<file path="src/rtl/btb_update_ctrl.sv">
// BTB update controller: queues indirect-jump mispredicts until they commit,
// then writes the corrected target into the BTB one cycle after commit.
module btb_update_ctrl #(
    parameter int unsigned VLEN          = 64,
    parameter int unsigned DEPTH         = 4,
    parameter int unsigned TRANS_ID_BITS = 3
) (
    input  logic                       clk_i,
    input  logic                       rst_ni,
    input  logic                       flush_i,
    input  logic                       debug_mode_i,
    input  logic                       resolve_valid_i,
    input  logic                       resolve_is_jalr_i,
    input  logic [VLEN-1:0]            resolve_pc_i,
    input  logic [VLEN-1:0]            resolve_target_i,
    input  logic                       resolve_pred_valid_i,
    input  logic [VLEN-1:0]            resolve_pred_target_i,
    input  logic [TRANS_ID_BITS-1:0]   resolve_trans_id_i,
    input  logic                       commit_valid_i,
    input  logic [TRANS_ID_BITS-1:0]   commit_trans_id_i,
    output logic                       btb_update_valid_o,
    output logic [VLEN-1:0]            btb_update_pc_o,
    output logic [VLEN-1:0]            btb_update_target_o,
    output logic                       mispredict_o,
    output logic                       drop_o,
    output logic [$clog2(DEPTH):0]     count_o
);

    localparam int unsigned PW = $clog2(DEPTH);
    localparam int unsigned CW = PW + 1;
    localparam logic [CW-1:0] FULL = CW'(DEPTH);

    logic [VLEN-1:0]          q_pc  [DEPTH];
    logic [VLEN-1:0]          q_tgt [DEPTH];
    logic [TRANS_ID_BITS-1:0] q_id  [DEPTH];

    logic [PW-1:0] head_q;
    logic [PW-1:0] tail_q;
    logic [CW-1:0] count_q;

    logic mispredict;
    logic qualified;
    logic pop;
    logic space;
    logic push;
    logic drop;

    // Classify the resolved branch and decide queue push/pop this cycle
    always_comb begin
        mispredict = resolve_valid_i & resolve_is_jalr_i &
                     (~resolve_pred_valid_i |
                      (resolve_pred_target_i != resolve_target_i));
        qualified  = mispredict & ~debug_mode_i & ~flush_i;
        pop        = commit_valid_i & (count_q != '0) &
                     (q_id[head_q] == commit_trans_id_i) & ~flush_i;
        space      = (count_q < FULL) | pop;
        push       = qualified & space;
        drop       = qualified & ~space;
    end

    // Queue storage: write the new entry at the tail on push
    always_ff @(posedge clk_i or negedge rst_ni) begin
        if (!rst_ni) begin
            for (int i = 0; i < int'(DEPTH); i++) begin
                q_pc[i]  <= '0;
                q_tgt[i] <= '0;
                q_id[i]  <= '0;
            end
        end else if (push) begin
            q_pc[tail_q]  <= resolve_pc_i;
            q_tgt[tail_q] <= resolve_target_i;
            q_id[tail_q]  <= resolve_trans_id_i;
        end
    end

    // Pointers and occupancy; flush empties the queue outright
    always_ff @(posedge clk_i or negedge rst_ni) begin
        if (!rst_ni) begin
            head_q  <= '0;
            tail_q  <= '0;
            count_q <= '0;
        end else if (flush_i) begin
            head_q  <= '0;
            tail_q  <= '0;
            count_q <= '0;
        end else begin
            if (push) tail_q <= tail_q + PW'(1);
            if (pop)  head_q <= head_q + PW'(1);
            unique case ({push, pop})
                2'b10:   count_q <= count_q + CW'(1);
                2'b01:   count_q <= count_q - CW'(1);
                default: count_q <= count_q;
            endcase
        end
    end

    // Registered BTB write and status pulses; pc/target hold when idle
    always_ff @(posedge clk_i or negedge rst_ni) begin
        if (!rst_ni) begin
            btb_update_valid_o  <= 1'b0;
            btb_update_pc_o     <= '0;
            btb_update_target_o <= '0;
            mispredict_o        <= 1'b0;
            drop_o              <= 1'b0;
        end else begin
            btb_update_valid_o <= pop;
            mispredict_o       <= qualified;
            drop_o             <= drop;
            if (pop) begin
                btb_update_pc_o     <= q_pc[head_q];
                btb_update_target_o <= q_tgt[head_q];
            end
        end
    end

    assign count_o = count_q;

endmodule

</file>
<file path="config.mk">
export PLATFORM = sky130hd
export DESIGN_NAME = btb_update_ctrl
export DESIGN_NICKNAME = d
export VERILOG_FILES = /design/src/rtl/btb_update_ctrl.sv
export SDC_FILE = /design/constraint.sdc
export NUM_CORES = 1
export LEC_CHECK = 0
export CAP_MARGIN = 0
export CORE_ASPECT_RATIO = 1.25
export CORE_UTILIZATION = 51
export DETAILED_ROUTE_END_ITERATION = 7
export HOLD_SLACK_MARGIN = 0.08
export PLACE_DENSITY = 0.82
export RECOVER_POWER = 25
export SYNTH_ARGS = -nofsm -noshare
export SYNTH_HDL_FRONTEND = slang
export SYNTH_SLANG_ARGS = --single-unit
</file>
<file path="constraint.sdc">
create_clock -name clk_i -period 2.6 [get_ports clk_i]
set_input_delay 0.65 -clock clk_i [delete_from_list [all_inputs] [get_ports clk_i]]
set_output_delay 0.65 -clock clk_i [all_outputs]
set_load 0.01 [all_outputs]
</file>
; After elaboration in Yosys (flattened, before gate mapping)
; Index checks and enable logic that the tools add are counted.
[word_totals]
register_bits = 662
wordCells = 76
[classes]
addsub = 4
magnitude_cmp = 4
eq_ne = 4
mux = 22
n_bitwise = 17
reduce_logical = 5
[ops]
columns = operator, n
row1 = 256-bit bitwise mux, 2
row2 = 64-bit 2-to-1 mux, 5
row3 = 64-bit binary-select mux with 2-bit select, 2
row4 = 64-bit demux with 2-bit select, 1
row5 = 64-bit != test, 1
row6 = 12-bit bitwise mux, 1
row7 = 3-bit 2-to-1 mux, 4
row8 = 1-bit AND, 9
row9 = 2-bit 2-to-1 mux, 4
row10 = 3-bit binary-select mux with 2-bit select, 1
row11 = 3-bit demux with 2-bit select, 1
row12 = 3-bit >= comparator (second input constant), 2
row13 = 2-bit NOT with 3-bit output, 2
row14 = 3-bit one-hot mux with 2 select lines, 1
row15 = 3-bit nonzero test, 2
row16 = 2-bit by 1-bit adder with 2-bit output (second input constant), 2
row17 = 1-bit NOT, 4
row18 = 2-bit nonzero test, 2
row19 = 3-bit by 1-bit adder with 3-bit output (second input constant), 1
row20 = 3-bit equality test, 1
row21 = 3-bit by 1-bit less-than comparator with 1-bit output (second input constant), 1
row22 = 3-bit less-than comparator (second input constant), 1
row23 = 3-bit by 1-bit subtractor with 3-bit output (second input constant), 1
row24 = 2-bit by 1-bit equality test with 1-bit output (second input constant), 1
row25 = other kinds (3), 4

; Logic depth before layout (Yosys ltp)
; Gate-level depths: netlist of the first run.
[logic_depth]
depth_word = 12
mapped_depth = 12
depth_no_buf = 9

; Least setup slack after synthesis of the first run
; OpenSTA, ideal clock, no wires.
[synth_path]
path_type = flip-flop to flip-flop
from = reg head_q[0]
to = reg q_pc[0] (netlist name)
setup_ps = 125
arrival_time_ps = 2707
path_slack_ps = -232
path_stages_with_launch = 13
n_path_buf = 4
path_cell_list = dfrtp_1 buf_2 mux4_2 xor2_1 nor4_4 nand2_2 inv_2 o221a_2 buf_4 nand2_2 buf_6 buf_6 mux2_4
[synth_via]
elab_chain_len = 9
[synth_lines]
columns = item, line
row1 = from (decl), 37  ; logic [PW-1:0] head_q;
row2 = from (signal assigned), 88  ; if (pop) head_q <= head_q + PW'(1);
row3 = 2-bit NOT with 3-bit output (not written as such), 55  ; (q_id[head_q] == commit_trans_id_i) & ~flush_i;
row4 = 3-bit binary-select mux with 2-bit select, 55
row5 = 3-bit 2-to-1 mux (not written as such) (2 in series), 55
row6 = 3-bit equality test, 55
row7 = 1-bit AND, 54  ; pop = commit_valid_i & (count_q != '0) &
row8 = 1-bit AND, 55
row9 = 1-bit bitwise OR, 56  ; space = (count_q < FULL) | pop;
row10 = 1-bit AND, 57  ; push = qualified & space;
row11 = "to (signal, indexed assignment)", 70  ; q_pc[tail_q] <= resolve_pc_i;
row12 = to (decl), 33  ; logic [VLEN-1:0] q_pc [DEPTH];
; Every way passes these cells. The select of a mux whose other input is x is not followed.
; A chain may end at the register's enable or synchronous reset.

; Worst setup path in the final report of the first run
[layout_path]
from = in resolve_pred_target_i[24]
to = reg q_tgt[97] (netlist name)
[layout_via]
elab_chain_len = 6
[layout_lines]
columns = item, line
row1 = from (decl), 17  ; input logic [VLEN-1:0] resolve_pred_target_i,
row2 = 64-bit != test, 52  ; (resolve_pred_target_i != resolve_target_i));
row3 = 1-bit bitwise OR, 51  ; (~resolve_pred_valid_i |
row4 = 1-bit AND, 50  ; mispredict = resolve_valid_i & resolve_is_jalr_i &
row5 = 1-bit AND (2 in series), 53  ; qualified = mispredict & ~debug_mode_i & ~flush_i;
row6 = 1-bit AND, 57
row7 = "to (signal, indexed assignment)", 71  ; q_tgt[tail_q] <= resolve_target_i;
row8 = to (decl), 34  ; logic [VLEN-1:0] q_tgt [DEPTH];
; Every way passes these cells.

==> run_results.csv, run 1 <==
group,metric,value,unit
synthesis,syn_area,29980,sq um
synthesis,synth_seq_cells,662,
sta,slew_headroom,-11.02,%
run_status,status,"finished with violations",
layout,seqCellArea,16570,sq um
synthesis,synth_simple_gate_area_share,0.8931,%
place,io_buffer_count,339,
power_and_ir_drop,p_total,26790,uW
sta,setup_viol,712,
sta,fmax,0.3310,GHz
synthesis,avgSynthCellArea,17.80,sq um
run_status,violations,"design-rule violations, max-capacitance violations, max-slew violations, negative setup slack",
layout,syn_to_final_growth,35.41,%
layout,mostFrequentLayoutCells,"dfrtp_1 (660), mux2_4 (410), clkdlybuf4s50_1 (287)",
global_route,grt_remaining_overflow,0,
synthesis,synthAdderAreaFrac,0.2337,%
global_route,antenna_found_initial,7,
synthesis,yosys_warnings,0,
power_and_ir_drop,p_leak,0.01997,uW
global_route,grt_pass1_wl,125.1,mm
clock_network,cts.htree.levels,3,
synthesis,synth_top_family_by_area,"multiplexers",
floorplanning,fp.dieH,273.1,um
sta,hold_viol,0,
clock_network,clk_pin_slew,60,ps
place,dp.cells,2874,
route,drtIter0Drc,1114,
route,wl,88.44,mm
critical_path,cp_data_arrival_time,3500,ps
sta,final.min_clock_period,3021,ps
power_and_ir_drop,p_clk_share,39.4,%
synthesis,synthMuxAreaShare,38.94,%
synthesis,netlist_instances,1684,
place,globalplace.congestion,0.7854,
floorplanning,die_w,218.9,um
floorplanning,fp.dieArea,59770,sq um
critical_path,cp_common_cell,"buf_12",
sta,setup_slack,-420.8,ps
sta,finalCritPeriodShare,116.2,%
floorplanning,core_area,58220,sq um
synthesis,synth_seq_area_share,55.25,%
layout,instances_no_fill,3100,
floorplanning,core.rowCount,99,
sta,totalNegativeSetupSlack,-192760,ps
route,num_vias,17980,
clock_network,clk_latency,600,ps
global_route,track_usage,28.12,%
critical_path,path_cells,"clkdlybuf4s50_1 -> xnor2_2 -> nand4_1 -> nor4_4 -> nand3_4 -> o221a_4 -> buf_12 -> nand2_8 -> buf_12 -> buf_12 -> mux2_2",
synthesis,synth_nets,1895,
place,place_hpwl,50.02,mm
synthesis,synth-xor-area-share,1.928,%
global_route,first_global_vias,19750,
power_and_ir_drop,peakVddDrop,0.6560,mV
critical_path,max_stage_delay,460,ps
layout,design_area,40600,sq um
layout,multiInputGateArea,13190,sq um
clock_network,root_buffer,"clkbuf_16",
critical_path,worstPathMaxFanout,12,
clock_network,numCtsBuffers,68,
clock_network,cts_tree,"yes",
floorplanning,start_util,51.50,%
global_route,grt_max_degree,83,
sta,skew,23.78,ps
power_and_ir_drop,powerDensity,659.9,nW/um^2
route,drtAntennaViolNets,0,
critical_path,crit_type,"in -> reg",
floorplanning,io_pins,340,
route,routed_via_density,5.801,
route,wl_per_cell,28.53,um
layout,n_fill_cell,3579,
critical_path,critPathCaptureType,"flip-flop",
route,dr.pass1.iters,7,
synthesis,synth_compound_area_share,0.2504,%
synthesis,ys_types,35,
power_and_ir_drop,seq_power_share,45.3,%
place,placed_cell_area,35650,sq um
clock_network,clock_sinks,662,
layout,layout.nets,2496,
critical_path,start_kind,"input pin",
power_and_ir_drop,p_comb_share,15.3,%
flow_run,drv_cap,1,
sta,slew_violations,48,
sta,rsz0062_at_grt,"true",
power_and_ir_drop,netSwitchingPower,6314,uW
route,drc,4,
layout,drive_gt1_share,52.53,%
worst_hold_path,hold_path_class,"in -> reg",
critical_path,required,3080,ps
critical_path,crit_slowest_cell,"clkdlybuf4s50_1",
clock_network,clockBufferDepth,3,
power_and_ir_drop,p_int,20480,uW
layout,final_common_cell,"dfrtp_1",
sta,worst_pin_slew,1665,ps
power_and_ir_drop,sw_frac_of_total,23.57,%
layout make-up:
cell class                 instances  area share [%]
clock inverter                    24          0.8999
multi-input combinational        915           32.48
antenna                            7         0.04315
inverter                           8         0.08629
clock buffer                      97           5.036
timing repair buffer             630           18.30
sequential                       662           40.82
tap                              757           2.333
cell usage after synthesis:
cell / count / area, sq um
nor4b_1: 1 / 8.760
dfrtp_1: 662 / 16570
inv_1: 7 / 26.28
mux2_4: 360 / 5405
nor2b_1: 1 / 6.260
or4_1: 1 / 7.510
mux2i_1: 2 / 20.02
clkbuf_1: 30 / 112.6
xnor2_1: 51 / 446.7
nand3_1: 3 / 15.01
o21a_1: 1 / 7.510
mux4_2: 131 / 2950
o311ai_0: 1 / 8.760
buf_6: 40 / 450.4
buf_4: 1 / 7.510
nor2_1: 5 / 18.77
fa_1: 1 / 20.02
ha_1: 4 / 50.05
o2bb2ai_1: 1 / 8.760
o21ai_0: 3 / 15.01
buf_2: 29 / 145.1
buf_1: 1 / 3.750
nor4_1: 5 / 31.28
o31ai_1: 2 / 15.01
nand4_1: 13 / 81.33
inv_2: 1 / 3.750
xor2_1: 15 / 131.4
mux2_2: 293 / 3299
nand2_2: 5 / 31.28
nand2_1: 8 / 30.03
o221a_2: 1 / 11.26
and3_1: 1 / 6.260
a221oi_1: 1 / 8.760
nor4_4: 1 / 21.27
nor3_1: 2 / 10.01
layer usage:
| metal | share of wire, % | routed length [um] | track usage (%) | vias up |
|---|---|---|---|---|
| met2 | 51 | 44880 | 47.14 | 594 |
| met3 | 5.6 | 4996 | 5.209 | 192 |
| li1 | - | - | - | 7445 |
| met4 | 5.1 | 4525 | 13.23 | 6 |
| met5 | 0.042 | 37 | 0 | - |
| met1 | 38 | 34000 | 35.24 | 9745 |
kinds of logic (layout without fill, tap and decap cells):
logic type / Yosys count / after routing
multiplexers: 786 / 786
flip-flops: 662 / 662
buffers and inverters: 109 / 759
XOR/XNOR: 66 / 66
AND/OR/NAND/NOR: 46 / 48
AO/OA/AOI/OAI: 10 / 10
adder cells (fa/ha/maj): 5 / 5
other: 0 / 7
what timing repair did:
action / CTS / global route
endpoints found under the setup margin: 659 / 657
endpoints found under the hold margin: 33 / 0
gates cloned: 28 / 27
hold buffers: 1 / 0
buffers inserted: 29 / 25
resized for setup: 131 / 138
pin swaps: 14 / 16
flip-flops by register name (all words and copies together) (netlist names):
| register | count |
|---|---|
| tail_q | 2 |
| mispredict_o | 1 |
| drop_o | 1 |
| count_o | 3 |
| head_q | 2 |
| q_pc | 256 |
| btb_update_target_o | 64 |
| q_tgt | 256 |
| q_id | 12 |
| btb_update_valid_o | 1 |
| btb_update_pc_o | 64 |
final timing paths:
kind,start,to,slack (ps),cells past startpoint
hold / removal,resolve_target_i[5],q_tgt[197]$_DFFE_PN0P_,400,2
min in group asynchronous,rst_ni,btb_update_pc_o[4]$_DFFE_PN0P_,1000,2
setup reg to reg,head_q[0]$_DFFE_PN0P_,q_tgt[173]$_DFFE_PN0P_,-410,11
hold reg to reg,q_id[5]$_DFFE_PN0P_,q_id[5]$_DFFE_PN0P_,500,1
setup / recovery,resolve_pred_target_i[24],q_tgt[97]$_DFFE_PN0P_,-420,11
max in group asynchronous,rst_ni,q_pc[112]$_DFFE_PN0P_,-110,4
power by group through the flow:
stage                     combinational (uW)  sequential [uW]  clock, uW
after global placement                  3760            12100          0
after CTS                               4020            12100      10600
after detailed placement                3910            12200          0
final                                   4110            12100      10500
after global routing                    4370            12200      11100
after floorplan                         2160            12100          0
critical path: cells and delay by family:
kind / cells / cell delay [ps]
muxes: 1 / 350
xor gates and xnor gates: 1 / 260
AOI/OAI and AO/OA: 1 / 370
buffers and inverters: 4 / 950
and+or+nand+nor: 4 / 900
stage by stage:
stage	hold slack (ps)	util, %	setup slack, ps
final	401.7	69.74	-420.8
after global routing	396.4	69.72	-491.0
after CTS	471.1	67.89	-434.6
after detailed placement	488.1	61.24	-1583
after global placement	481.0	61.24	-1478
after floorplan	354.4	-	-175.5
Note: power is estimated with default switching activity, not from simulation.
==> inputs of run 2 (changes only) <==
--- a/config.mk
+++ b/config.mk
@@ -6,9 +6,11 @@
 export NUM_CORES = 1
 export LEC_CHECK = 0
 export CAP_MARGIN = 0
-export CORE_ASPECT_RATIO = 1.25
+export CORE_ASPECT_RATIO = 1.75
 export CORE_UTILIZATION = 51
+export CTS_CLUSTER_SIZE = 25
 export DETAILED_ROUTE_END_ITERATION = 7
+export GPL_ROUTABILITY_DRIVEN = 0
 export HOLD_SLACK_MARGIN = 0.08
 export PLACE_DENSITY = 0.82
 export RECOVER_POWER = 25
==> run 2 against run 1 <==
  * The run ends with negative setup slack left
  * Via count down 0.76%
  * Clock power down 12%
  * Sequential power about the same
  * Die area about the same
  * Highest routed layer unchanged
  * First-iteration DRC count down 15%
  * Largest power group unchanged
  * Maximum frequency down 0.17%
  * Power down 4.4%
  * Hold slack better by 78 ps
  * Clock skew down 12 ps
  * Combinational power up 2%
  * Register-to-register slack worse by 20 ps
==> run_results.csv, run 2 (synthesized netlist as in run 1, its figures left out) <==
group,metric,value,unit
layout,final_common_cell,"dfrtp_1",
sta,rsz0062_at_grt,"true",
floorplanning,core.rowCount,117,
layout,instances_no_fill,3090,
layout,n_fill_cell,3623,
floorplanning,fp.dieArea,59800,sq um
layout,layout.nets,2468,
sta,final.min_clock_period,3026,ps
layout,design_area,40490,sq um
global_route,use_met1,32.89,%
layout,drive_gt1_share,51.87,%
clock_network,clk_latency,610,ps
clock_network,cts_tree,"yes",
sta,worst_pin_slew,1418,ps
critical_path,r2r_cells,12,
global_route,first_global_vias,19300,
clock_network,root_buffer,"clkbuf_16",
global_route,grt_pass1_wl,118.8,mm
route,drc,0,
floorplanning,start_util,51.59,%
run_status,status,"finished with violations",
route,drtAntennaViolNets,0,
power_and_ir_drop,p_leak,0.01986,uW
critical_path,crit_type,"reg -> reg",
sta,slew_violations,0,
global_route,grt.met3_usage,4.607,%
place,dp.cells,2886,
clock_network,clock_sinks,662,
sta,fmax,0.3305,GHz
critical_path,start_kind,"flip-flop",
critical_path,cp_data_arrival_time,3520,ps
worst_hold_path,hold_depth,3,
sta,finalCritPeriodShare,116.4,%
power_and_ir_drop,powerDensity,632.4,nW/um^2
flow_run,drv_cap,0,
run_status,violations,"negative setup slack",
route,wl,88.45,mm
global_route,met2_usage,44.10,%
critical_path,r2r_slack,-430,ps
route,wl_per_cell,28.62,um
floorplanning,fp.dieH,322.7,um
layout,top_regs,"q_pc: 256 flops, q_tgt: 256 flops",
clock_network,cts.htree.levels,2,
floorplanning,io_pins,340,
sta,slew_headroom,5.494,%
sta,skew,11.68,ps
global_route,busiest_layer,"met2",
route,drtIter0Drc,951,
global_route,antenna_found_initial,17,
route,routed_via_density,5.775,
sta,setup_viol,675,
global_route,grt_remaining_overflow,0,
clock_network,clk_pin_slew,70,ps
floorplanning,die_w,185.3,um
clock_network,numCtsBuffers,59,
layout,mostFrequentLayoutCells,"dfrtp_1 (660), mux2_4 (476), clkdlybuf4s50_1 (280)",
place,dp_slack,-1736,ps
worst_hold_path,hold_path_class,"in -> reg",
critical_path,worstPathMaxFanout,6,
sta,setup_slack,-425.9,ps
sta,hold_slack,479.6,ps
global_route,grt_max_degree,95,
critical_path,required,3090,ps
route,dr.pass1.iters,5,
place,placed_cell_area,35680,sq um
global_route,track_usage,26.77,%
power_and_ir_drop,peakVddDrop,0.6128,mV
critical_path,critPathCaptureType,"flip-flop",
layout,syn_to_final_growth,35.06,%
sta,hold_viol,0,
place,io_buffer_count,339,
place,place_hpwl,51.82,mm
clock_network,clockBufferDepth,3,
floorplanning,core_area,58120,sq um
route,num_vias,17850,
## run 2: changes by cell type in the layout (fill, tap and decap cells not counted), moves of 3 or more
cell,previous run,this run
clkdlybuf4s50_1,287,280
diode_2,7,13
dlygate4sd2_1,22,37
clkbuf_1,12,19
buf_16,34,19
buf_4,139,102
mux2_4,410,476
clkbuf_8,17,10
buf_8,9,25
clkbuf_2,6,3
buf_12,50,60
mux2_2,243,177
dlymetal6s2s_1,27,18
## run 2: worst max-delay path, cell delays in order (launching register included)
cell and delay [ps]:
dfrtp_4 450, mux4_2 560, xor2_2 180, nor4_4 340
nand2_2 130, clkinv_4 70, o221a_4 220, buf_6 120
nand2_8 60, buf_12 180, buf_16 160, buf_6 120
mux2_4 290
## run 2: power by group
part	leakage [uW]	internal, uW	switching, uW
clock network	0.000982	5280	3970
logic	0.0100	2730	1470
registers	0.00888	11400	736
## run 2: final cells by class
type,count,area (sq um),share of cell area (%)
Clock inverter,21,297.8,0.7354
Sequential cell,662,16570,40.93
Antenna cell,13,32.53,0.08034
Multi-Input combinational cell,914,13460,33.24
Inverter,8,35.03,0.08652
Clock buffer,87,1724,4.258
Tap cell,773,967.2,2.389
Timing Repair Buffer,612,7405,18.29
## run 2: worst paths after layout
kind	from	to
max	head_q[0]$_DFFE_PN0P_	q_pc[213]$_DFFE_PN0P_
min	resolve_target_i[2]	q_tgt[66]$_DFFE_PN0P_
max reg2reg	head_q[0]$_DFFE_PN0P_	q_pc[213]$_DFFE_PN0P_
min reg2reg	q_tgt[72]$_DFFE_PN0P_	q_tgt[72]$_DFFE_PN0P_
max in group asynchronous	rst_ni	q_tgt[175]$_DFFE_PN0P_
min in group asynchronous	rst_ni	q_pc[132]$_DFFE_PN0P_
## run 2: what timing repair did
action | in CTS | in global routing
hold buffers | 1 | 0
endpoints found under the setup margin | 659 | 656
resized for setup | 149 | 237
buffers inserted | 21 | 18
pin swaps | 26 | 11
endpoints found under the hold margin | 31 | 0
cloned | 10 | 43
## run 2: layer usage
metal	vias up	share of wire, %
met5	-	0.078
met4	10	6.0
met3	224	5.1
met2	657	52
met1	9575	37
li1	7380	-
## run 2: stage by stage
step | power, uW | setup TNS, ps | utilization [%]
after floorplan | 14250 | -70970 | -
after CTS | 25500 | -177780 | 66.46
after detailed placement | 16170 | -917730 | 61.39
after global routing | 26470 | -254140 | 69.67
after global placement | 15910 | -906700 | 61.39
final | 25610 | -193540 | 69.67
==> inputs of run 3 (changes only) <==
--- a/config.mk
+++ b/config.mk
@@ -5,7 +5,7 @@
 export SDC_FILE = /design/constraint.sdc
 export NUM_CORES = 1
 export LEC_CHECK = 0
-export CAP_MARGIN = 0
+export CAP_MARGIN = 20
 export CORE_ASPECT_RATIO = 1.75
 export CORE_UTILIZATION = 51
 export CTS_CLUSTER_SIZE = 25
==> results of run 3 <==
No change in the layout: final DEF, timing and power equal those of run 2.
